==> src/rtl/tlight_ctrl_if.sv <==
// tlight_ctrl_if: light encoding and the sensor/light bundle between controller and road side.
package tlight_pkg;
    typedef enum logic [2:0] {
        OFF       = 3'd0,
        RED       = 3'd1,
        YELLOW    = 3'd2,
        GREEN     = 3'd3,
        PRE_GREEN = 3'd4
    } lights_t;
endpackage

interface tlight_ctrl_if;
    import tlight_pkg::*;
    logic       ew_sensor;
    logic       emgcy_sensor;
    lights_t    ns_light;
    lights_t    ew_light;
    logic [1:0] ns_green_timer;
    logic       ew_green_req;
    modport master (
        output ew_sensor, emgcy_sensor,
        input  ns_light, ew_light, ns_green_timer, ew_green_req
    );
    modport slave (
        input  ew_sensor, emgcy_sensor,
        output ns_light, ew_light, ns_green_timer, ew_green_req
    );
endinterface

==> src/rtl/tlight_ctrl.sv <==
// tlight_ctrl: NS-priority traffic-light FSM with latched EW request and emergency all-red override.
module tlight_ctrl
    import tlight_pkg::*;
#(
    parameter int EW_GREEN_CYCLES = 3
) (
    input logic          clk,
    input logic          reset,
    tlight_ctrl_if.slave bus
);
    typedef enum logic [2:0] {
        S_OFF, S_ALL_RED, S_NS_PRE, S_NS_GREEN, S_NS_YELLOW, S_EW_PRE, S_EW_GREEN, S_EW_YELLOW
    } state_t;
    localparam logic [3:0] EW_LAST = 4'(EW_GREEN_CYCLES - 1);
    state_t     state, state_nx;
    logic       rst_hold;
    logic       emg_q;
    logic [1:0] timer, timer_nx;
    logic [3:0] ew_cnt, ew_cnt_nx;
    logic       req, req_nx;
    lights_t    ns_q, ew_q, ns_nx, ew_nx;
    logic       emg;
    logic       yellow_exit;
    assign emg = bus.emgcy_sensor;
    // A yellow entered under emergency must fall to all-red even if the request already dropped
    assign yellow_exit = emg || emg_q;
    // Release is held for one edge so the FSM only leaves OFF on a clean clock
    always_ff @(posedge clk or posedge reset) begin
        if (reset) rst_hold <= 1'b1;
        else rst_hold <= 1'b0;
    end
    always_comb begin
        state_nx = state;
        unique case (state)
            S_OFF:       state_nx = S_ALL_RED;
            S_ALL_RED:   state_nx = emg ? S_ALL_RED : S_NS_PRE;
            S_NS_PRE:    state_nx = emg ? S_ALL_RED : S_NS_GREEN;
            S_NS_GREEN:  state_nx = (emg || (timer == 2'd3 && req)) ? S_NS_YELLOW : S_NS_GREEN;
            S_NS_YELLOW: state_nx = yellow_exit ? S_ALL_RED : S_EW_PRE;
            S_EW_PRE:    state_nx = emg ? S_ALL_RED : S_EW_GREEN;
            S_EW_GREEN:  state_nx = (emg || ew_cnt == EW_LAST) ? S_EW_YELLOW : S_EW_GREEN;
            S_EW_YELLOW: state_nx = yellow_exit ? S_ALL_RED : S_NS_PRE;
            default:     state_nx = S_OFF;
        endcase
    end
    always_comb begin
        timer_nx  = (state == S_NS_GREEN && state_nx == S_NS_GREEN)
                    ? ((timer == 2'd3) ? 2'd3 : timer + 2'd1) : 2'd0;
        ew_cnt_nx = (state == S_EW_GREEN && state_nx == S_EW_GREEN) ? ew_cnt + 4'd1 : 4'd0;
        req_nx    = (state_nx == S_EW_GREEN && state != S_EW_GREEN) ? 1'b0
                  : (bus.ew_sensor && state != S_EW_GREEN) ? 1'b1 : req;
        ns_nx     = state_nx == S_OFF       ? OFF
                  : state_nx == S_NS_PRE    ? PRE_GREEN
                  : state_nx == S_NS_GREEN  ? GREEN
                  : state_nx == S_NS_YELLOW ? YELLOW : RED;
        ew_nx     = state_nx == S_OFF       ? OFF
                  : state_nx == S_EW_PRE    ? PRE_GREEN
                  : state_nx == S_EW_GREEN  ? GREEN
                  : state_nx == S_EW_YELLOW ? YELLOW : RED;
    end
    always_ff @(posedge clk or posedge reset) begin
        if (reset) begin
            state  <= S_OFF;
            emg_q  <= 1'b0;
            timer  <= 2'd0;
            ew_cnt <= 4'd0;
            req    <= 1'b0;
            ns_q   <= OFF;
            ew_q   <= OFF;
        end else if (!rst_hold) begin
            state  <= state_nx;
            emg_q  <= emg;
            timer  <= timer_nx;
            ew_cnt <= ew_cnt_nx;
            req    <= req_nx;
            ns_q   <= ns_nx;
            ew_q   <= ew_nx;
        end
    end
    assign bus.ns_light       = ns_q;
    assign bus.ew_light       = ew_q;
    assign bus.ns_green_timer = timer;
    assign bus.ew_green_req   = req;
endmodule

==> src/flat_wrapper.sv <==
// flat-port wrapper written by rule: the top's interface ports become plain ports
module tlight_ctrl_flat import tlight_pkg::*;
#(
    parameter int EW_GREEN_CYCLES = 3
)
  (clk, reset, bus_ew_sensor, bus_emgcy_sensor, bus_ns_light, bus_ew_light, bus_ns_green_timer, bus_ew_green_req);
  tlight_ctrl_if bus_i ();
  input logic clk;
  input logic reset;
  input wire logic [$bits(bus_i.ew_sensor)-1:0] bus_ew_sensor;
  input wire logic [$bits(bus_i.emgcy_sensor)-1:0] bus_emgcy_sensor;
  output wire logic [$bits(bus_i.ns_light)-1:0] bus_ns_light;
  output wire logic [$bits(bus_i.ew_light)-1:0] bus_ew_light;
  output wire logic [$bits(bus_i.ns_green_timer)-1:0] bus_ns_green_timer;
  output wire logic [$bits(bus_i.ew_green_req)-1:0] bus_ew_green_req;
  assign bus_i.ew_sensor = bus_ew_sensor;
  assign bus_i.emgcy_sensor = bus_emgcy_sensor;
  assign bus_ns_light = bus_i.ns_light;
  assign bus_ew_light = bus_i.ew_light;
  assign bus_ns_green_timer = bus_i.ns_green_timer;
  assign bus_ew_green_req = bus_i.ew_green_req;
  tlight_ctrl #(.EW_GREEN_CYCLES(EW_GREEN_CYCLES)) u_core (.clk(clk), .reset(reset), .bus(bus_i));
endmodule
==> config.mk <==
export PLATFORM = sky130hd
export DESIGN_NAME = tlight_ctrl_flat
export DESIGN_NICKNAME = d
export VERILOG_FILES = /design/src/rtl/tlight_ctrl_if.sv /design/src/rtl/tlight_ctrl.sv /design/src/flat_wrapper.sv
export SDC_FILE = /design/constraint.sdc
export NUM_CORES = 1
export LEC_CHECK = 0
export ABC_AREA = 1
export BUFFER_PORTS_ARGS = -buffer_cell sky130_fd_sc_hd__buf_2
export CAP_MARGIN = 30
export CORE_MARGIN = 8
export CORE_UTILIZATION = 54
export DETAILED_ROUTE_END_ITERATION = 10
export PLACE_DENSITY = 0.77
export REMOVE_ABC_BUFFERS = 1
export SYNTH_ARGS = -nofsm -noshare
export SYNTH_HDL_FRONTEND = slang
export SYNTH_SLANG_ARGS = --single-unit
==> constraint.sdc <==
create_clock -name clk -period 1.75 [get_ports clk]
set_clock_uncertainty 0.05 [all_clocks]
set_input_delay 0.35 -clock clk [delete_from_list [all_inputs] [get_ports clk]]
set_output_delay 0.35 -clock clk [all_outputs]
set_load 0.02 [all_outputs]
==> results of run 1 <==
==> routing by layer <==
metal,vias up,wire length [um]
met5,-,0
met2,13,922
met4,0,26
met1,373,868
met3,3,42
li1,382,-
==> power breakdown <==
part / switching, uW / internal [uW] / total, uW
logic: 325 / 157 / 482
registers: 96.1 / 515 / 611
clock network: 126 / 88.8 / 215
total: 547 / 761 / 1310
==> cell usage in the layout (no fill, tap or decap) <==
master	synthesis	routed
o21bai_1	1	1
nand3_1	5	5
xnor2_1	1	1
buf_4	0	1
ha_1	2	2
xor2_1	2	2
a41oi_1	1	1
a31oi_2	1	1
clkbuf_4	0	3
o22ai_1	1	1
inv_1	10	10
nand2_2	1	1
conb_1	1	1
clkbuf_1	2	1
o21ai_0	12	12
nand3_2	1	1
a21oi_1	4	4
dfrtp_1	17	17
nand2_1	28	28
nand4_1	4	4
dfstp_2	1	1
buf_2	0	12
nor2_1	12	12
nor2_2	1	1
==> state kept, by name (all words and copies together), names as in the netlist <==
register,flops
u_core.bus.ew_green_req,1
u_core.rst_hold,1
u_core.state,3
u_core.bus.ns_green_timer,2
u_core.ew_cnt,4
u_core.emg_q,1
u_core.bus.ew_light,3
u_core.bus.ns_light,3
==> stage by stage <==
stage               setup WS (ns)  instances  utilization  instance area (um^2)
finish                      0.226        139        0.654                   996
global route               0.0148        139        0.654                   996
CTS                         0.196        139        0.654                   996
detailed placement          0.207        135        0.636                   970
global placement            0.271        135        0.636                   970
floorplan                   0.433        106            -                   882
==> layout make-up <==
class,count,area share
clock buffers,4,0.0264
inverters,10,0.0377
multi-input cells,78,0.394
flip-flops and latches,18,0.454
well taps,16,0.0201
repair buffers,13,0.0678
==> worst paths after layout <==
check	start	endpoint	slack [ns]	cells past startpoint
worst max-delay path	u_core.ew_cnt[0]	u_core.state[0]	0.23	8
worst min-delay path	reset	u_core.emg_q	0.09	2
worst max register to register	u_core.ew_cnt[0]	u_core.state[0]	0.23	8
worst min register to register	u_core.bus.ns_light[2]	u_core.bus.ns_light[2]	0.44	2
max in group asynchronous	reset	u_core.bus.ew_green_req	1.11	2
min in group clk	bus_ew_sensor	u_core.bus.ew_green_req	0.40	5
==> critical path: stages (launching register included) <==
cell and delay [ns]:
dfrtp_1 0.43, inv_1 0.06, ha_1 0.20, nand2_1 0.07, nand2_1 0.05, nand2_1 0.07
nand2_1 0.06, o21ai_0 0.22, o21ai_0 0.17
==> cell families after synthesis <==
| kind of cell | Yosys count |
|---|---|
| compound gates | 20 |
| flops | 18 |
| simple gates | 52 |
| buf+inv | 12 |
| fa+ha+maj | 2 |
| other cells | 1 |
| xor+xnor | 3 |
==> reports/metrics.cfg, run 1 <==
[drt]
wl_per_cell_um=13.4
num_vias=771
drt_wl_total_um=1860
drtIter0Drc=33
post-route-drc-count=0
vias_per_cell=5.55
first_pass_iters=4
final_antenna_net_count=0

[global_routing]
grt_max_degree=19
overflow=0
grt.met3_usage=0.0270
grt_use_met2=0.187
grt_pass1_wl_um=3200
use_met1=0.160
first_global_vias=703
busiest_layer=met2
antenna_found_initial=0
grtUsageTotal=0.121

[finish]
final_layout_size_suffix_gt1_frac=0.171
area_delta_synth_final_pct=12.0
multiInputGateArea_um2=393
seq_area_um2=452
num-fill-cells=142
final_nets=130
antenna_cells=0

[timing]
slew_violations=0
setup_viol=0
max_slew.worst_pin.slew_ns=0.702
fmax_ghz=0.656
fin_setup_tns_ns=0
rsz0062_at_grt=no
hold_viol=0
hold_ws_ns=0.0939
max_slew_margin=0.531
final.period_utilization=0.871
fin_crit_ns=1.52

[synthesis]
synthFlopType=dfrtp_1
synth.mux.area_fraction=0
yosys_warnings=0
synth_seq_area_share=0.508
yosysUniqueCellTypes=21
yosysTopAreaCell=dfrtp_1
synth_common_cells=nand2_1, dfrtp_1, nor2_1, o21ai_0, inv_1
synth-compound-area-share=0.129
synth_area_leaders=dfrtp_1, nand2_1, o21ai_0
synthSimpleGateAreaFrac=0.250
synth_top_family_by_area=simple AND/OR/NAND/NOR gates
syn-cell-area_um2=890
synth_fa_ha_area_frac=0.0281
avgSynthCellArea_um2=8.24
synth-xor-area-share=0.0295
netlist.area_leader.share=0.478
yosysMostFrequentCell=nand2_1
synth_seq_cells=18
netlist_instances=108
synth_edf_count=0
synthArstFlopShare=1.00

[clock_tree]
cts_sinks=18
clkTransAtPathRegs_ns=0.10
cts_tree=yes
clockBufferDepth=2
root_buffer=clkbuf_4
hold_buffers=0
clk_latency_ns=0.30
ctsResizeCount=0
cts-buffers-inserted=3
h-tree-depth=1
post_cts_buffers=0

[power]
power_uw=1310
cellLeakagePower_uw=0.000526
p_per_area_nw_per_um2=1310
peakVddDrop_v=0.000773

[die]
placementRows=14
start_util=0.584
io_pins=13
die-area_um2=3200
die_w_um=56.6
core_um2=1520
dieHeight_um=56.6

[critical_path]
cp_data_arrival_time_ns=1.63
crit_fanout=4
crit_path_end_kind=flip-flop
criticalPathCategory=flip-flop to flip-flop
critical_path_required_ns=1.85
timing.critical_path.from_type=flip-flop

[status]
outcome=finished clean

[placed_design]
dp_hpwl_um=1340
gp_congestion=0.885
portBuffers=12

[hold_path]
hold_path_class=input port to asynchronous set/reset pin

[flow_run]
maxCapViolations=0

(Power assumes the default switching activity.)
==> run 2, diff against run 1 <==
Settings changed: CELL_PAD_IN_SITES_DETAIL_PLACEMENT set to 0, CELL_PAD_IN_SITES_GLOBAL_PLACEMENT set to 1, CORE_UTILIZATION 54 to 43, PLACE_DENSITY 0.77 to 0.81.
Clock period 1.75 ns to 1.9 ns, I/O delays scaled along.
==> run 2 against run 1 <==
Net effect:
- power down 5.4%
- largest cell class unchanged
- die area rose by 18%
- cell count up 7.9%
- highest routed layer unchanged
- critical path type unchanged
- count of clock-buffer cells in the layout did not move
- utilization down 13 points
- largest power group unchanged
- via count is 3.2% lower
==> reports/metrics.cfg, run 2 (synthesized netlist as in run 1, its figures left out) <==
[hold_path]
hold_path_class=input port to asynchronous set/reset pin  ; unchanged

[finish]
multiInputGateArea_um2=393  ; unchanged
final_layout_size_suffix_gt1_frac=0.179  ; was 0.171
area_delta_synth_final_pct=14.6  ; was 12.0%
final_cell_mix=nand2_1, dfrtp_1, o21ai_0, nor2_1, buf_2  ; unchanged
final_nets=130  ; unchanged
largest_reg_flops=4  ; unchanged
seq_area_um2=452  ; unchanged
final_common_cell=nand2_1  ; unchanged
top_register=u_core.ew_cnt  ; unchanged
antenna_cells=0  ; unchanged
num-fill-cells=209  ; was 142

[global_routing]
first_global_vias=716  ; was 703
overflow=0  ; unchanged
grt_pass1_wl_um=3130  ; was 3200 um
grtUsageTotal=0.113  ; was 0.121
antenna_found_initial=0  ; unchanged
grt_max_degree=19  ; unchanged

[clock_tree]
clk_latency_ns=0.29  ; was 0.30 ns
post_cts_buffers=0  ; unchanged
cts_tree=yes  ; unchanged
cts-buffers-inserted=3  ; unchanged
hold_buffers=0  ; unchanged
ctsResizeCount=0  ; unchanged
cts_sinks=18  ; unchanged
clockBufferDepth=2  ; unchanged
h-tree-depth=1  ; unchanged
clkTransAtPathRegs_ns=0.10  ; about the same
root_buffer=clkbuf_4  ; unchanged

[timing]
max_slew_margin=0.548  ; was 0.531
final.period_utilization=0.801  ; was 0.871
fin_crit_ns=1.52  ; about the same
fmax_ghz=0.657  ; was 0.656 GHz
hold_viol=0  ; unchanged
setup_viol=0  ; unchanged
hold_ws_ns=0.117  ; was 0.0939 ns
fin_setup_tns_ns=0  ; unchanged
max_slew.worst_pin.slew_ns=0.677  ; was 0.702 ns
rsz0062_at_grt=no  ; unchanged
slew_violations=0  ; unchanged

[die]
core_um2=1960  ; was 1520 um^2
dieHeight_um=61.5  ; was 56.6 um
die-area_um2=3780  ; was 3200 um^2
io_pins=13  ; unchanged
start_util=0.453  ; was 0.584
placementRows=16  ; was 14
die_w_um=61.5  ; was 56.6 um

[critical_path]
critical_path_required_ns=2.04  ; was 1.85 ns
criticalPathCategory=flip-flop to flip-flop  ; unchanged
crit_path_end_kind=flip-flop  ; unchanged
reg2reg_from=u_core.state[0]  ; was u_core.ew_cnt[0]
reg2regPathDepth=6  ; was 8
reg2reg_slack_ns=0.38  ; was 0.23 ns
crit_fanout=7  ; was 4
timing.rr.end=u_core.ew_cnt[0]  ; was u_core.state[0]
cp_data_arrival_time_ns=1.66  ; was 1.63 ns
timing.critical_path.from_type=flip-flop  ; unchanged

[placed_design]
dp_hpwl_um=1380  ; was 1340 um
gp_congestion=0.870  ; was 0.885
portBuffers=12  ; unchanged

[flow_run]
maxCapViolations=0  ; unchanged

[drt]
drt_wl_total_um=1830  ; was 1860 um
drtIter0Drc=18  ; was 33
first_pass_iters=4  ; unchanged
final_antenna_net_count=0  ; unchanged
wl_per_cell_um=12.2  ; was 13.4 um
num_vias=746  ; was 771
post-route-drc-count=0  ; unchanged
vias_per_cell=4.97  ; was 5.55

[power]
peakVddDrop_v=0.000616  ; was 0.000773 V
p_per_area_nw_per_um2=1210  ; was 1310 nW/um^2
power_uw=1240  ; was 1310 uW
cellLeakagePower_uw=0.000532  ; was 0.000526 uW

[status]
outcome=finished clean  ; unchanged

run 2: cell counts in the layout (fill, tap and decap cells not counted):
No cell type changed its count.
run 2: layout make-up:
class | instances | share of cell area
Sequential cell | 18 | 0.443
Multi-Input combinational cell | 78 | 0.385
Timing Repair Buffer | 13 | 0.0663
Inverter | 10 | 0.0368
Clock buffer | 4 | 0.0356
Tap cell | 27 | 0.0331
run 2: routing by layer:
metal,part of all wire,GRT usage
met5,0,0
met4,0.022,0.0779
met3,0.053,0.0271
met2,0.43,0.164
met1,0.49,0.143
run 2: how the worst max path moves through the flow:
| stage | end | cells after the start | start | slack, ns |
|---|---|---|---|---|
| 4_1_cts | u_core.ew_cnt[0] | 6 | u_core.state[0] | 0.39 |
| 5_1_grt | u_core.ew_cnt[0] | 9 | u_core.ew_cnt[0] | 0.27 |
| 3_5_place_dp | u_core.ew_cnt[0] | 6 | u_core.state[0] | 0.41 |
| 3_3_place_gp | u_core.state[0] | 8 | u_core.ew_cnt[0] | 0.40 |
| 6_report | u_core.ew_cnt[0] | 6 | u_core.state[0] | 0.38 |
| 2_1_floorplan | u_core.ew_cnt[3] | 5 | u_core.bus.ns_green_timer[0] | 0.58 |
run 2: power by group:
group / switching, uW / internal (uW) / total [uW]
registers: 88.0 / 474 / 562
logic: 296 / 144 / 440
clock network: 119 / 117 / 235
total: 502 / 735 / 1240
run 2: metrics by stage:
| step | util | std cells | setup slack (ns) | cell area (um^2) |
|---|---|---|---|---|
| after global placement | 0.501 | 146 | 0.401 | 983 |
| final | 0.520 | 150 | 0.378 | 1020 |
| after global routing | 0.520 | 150 | 0.266 | 1020 |
| after detailed placement | 0.501 | 146 | 0.410 | 983 |
| after floorplan | - | 106 | 0.583 | 882 |
| after CTS | 0.520 | 150 | 0.393 | 1020 |
run 2: worst max-delay path, cell delays in order (launching register included):
cell	delay, ns
dfrtp_1	0.47
inv_1	0.19
o21ai_0	0.12
nand2_1	0.08
nand3_1	0.15
a31oi_2	0.30
nor2_1	0.07
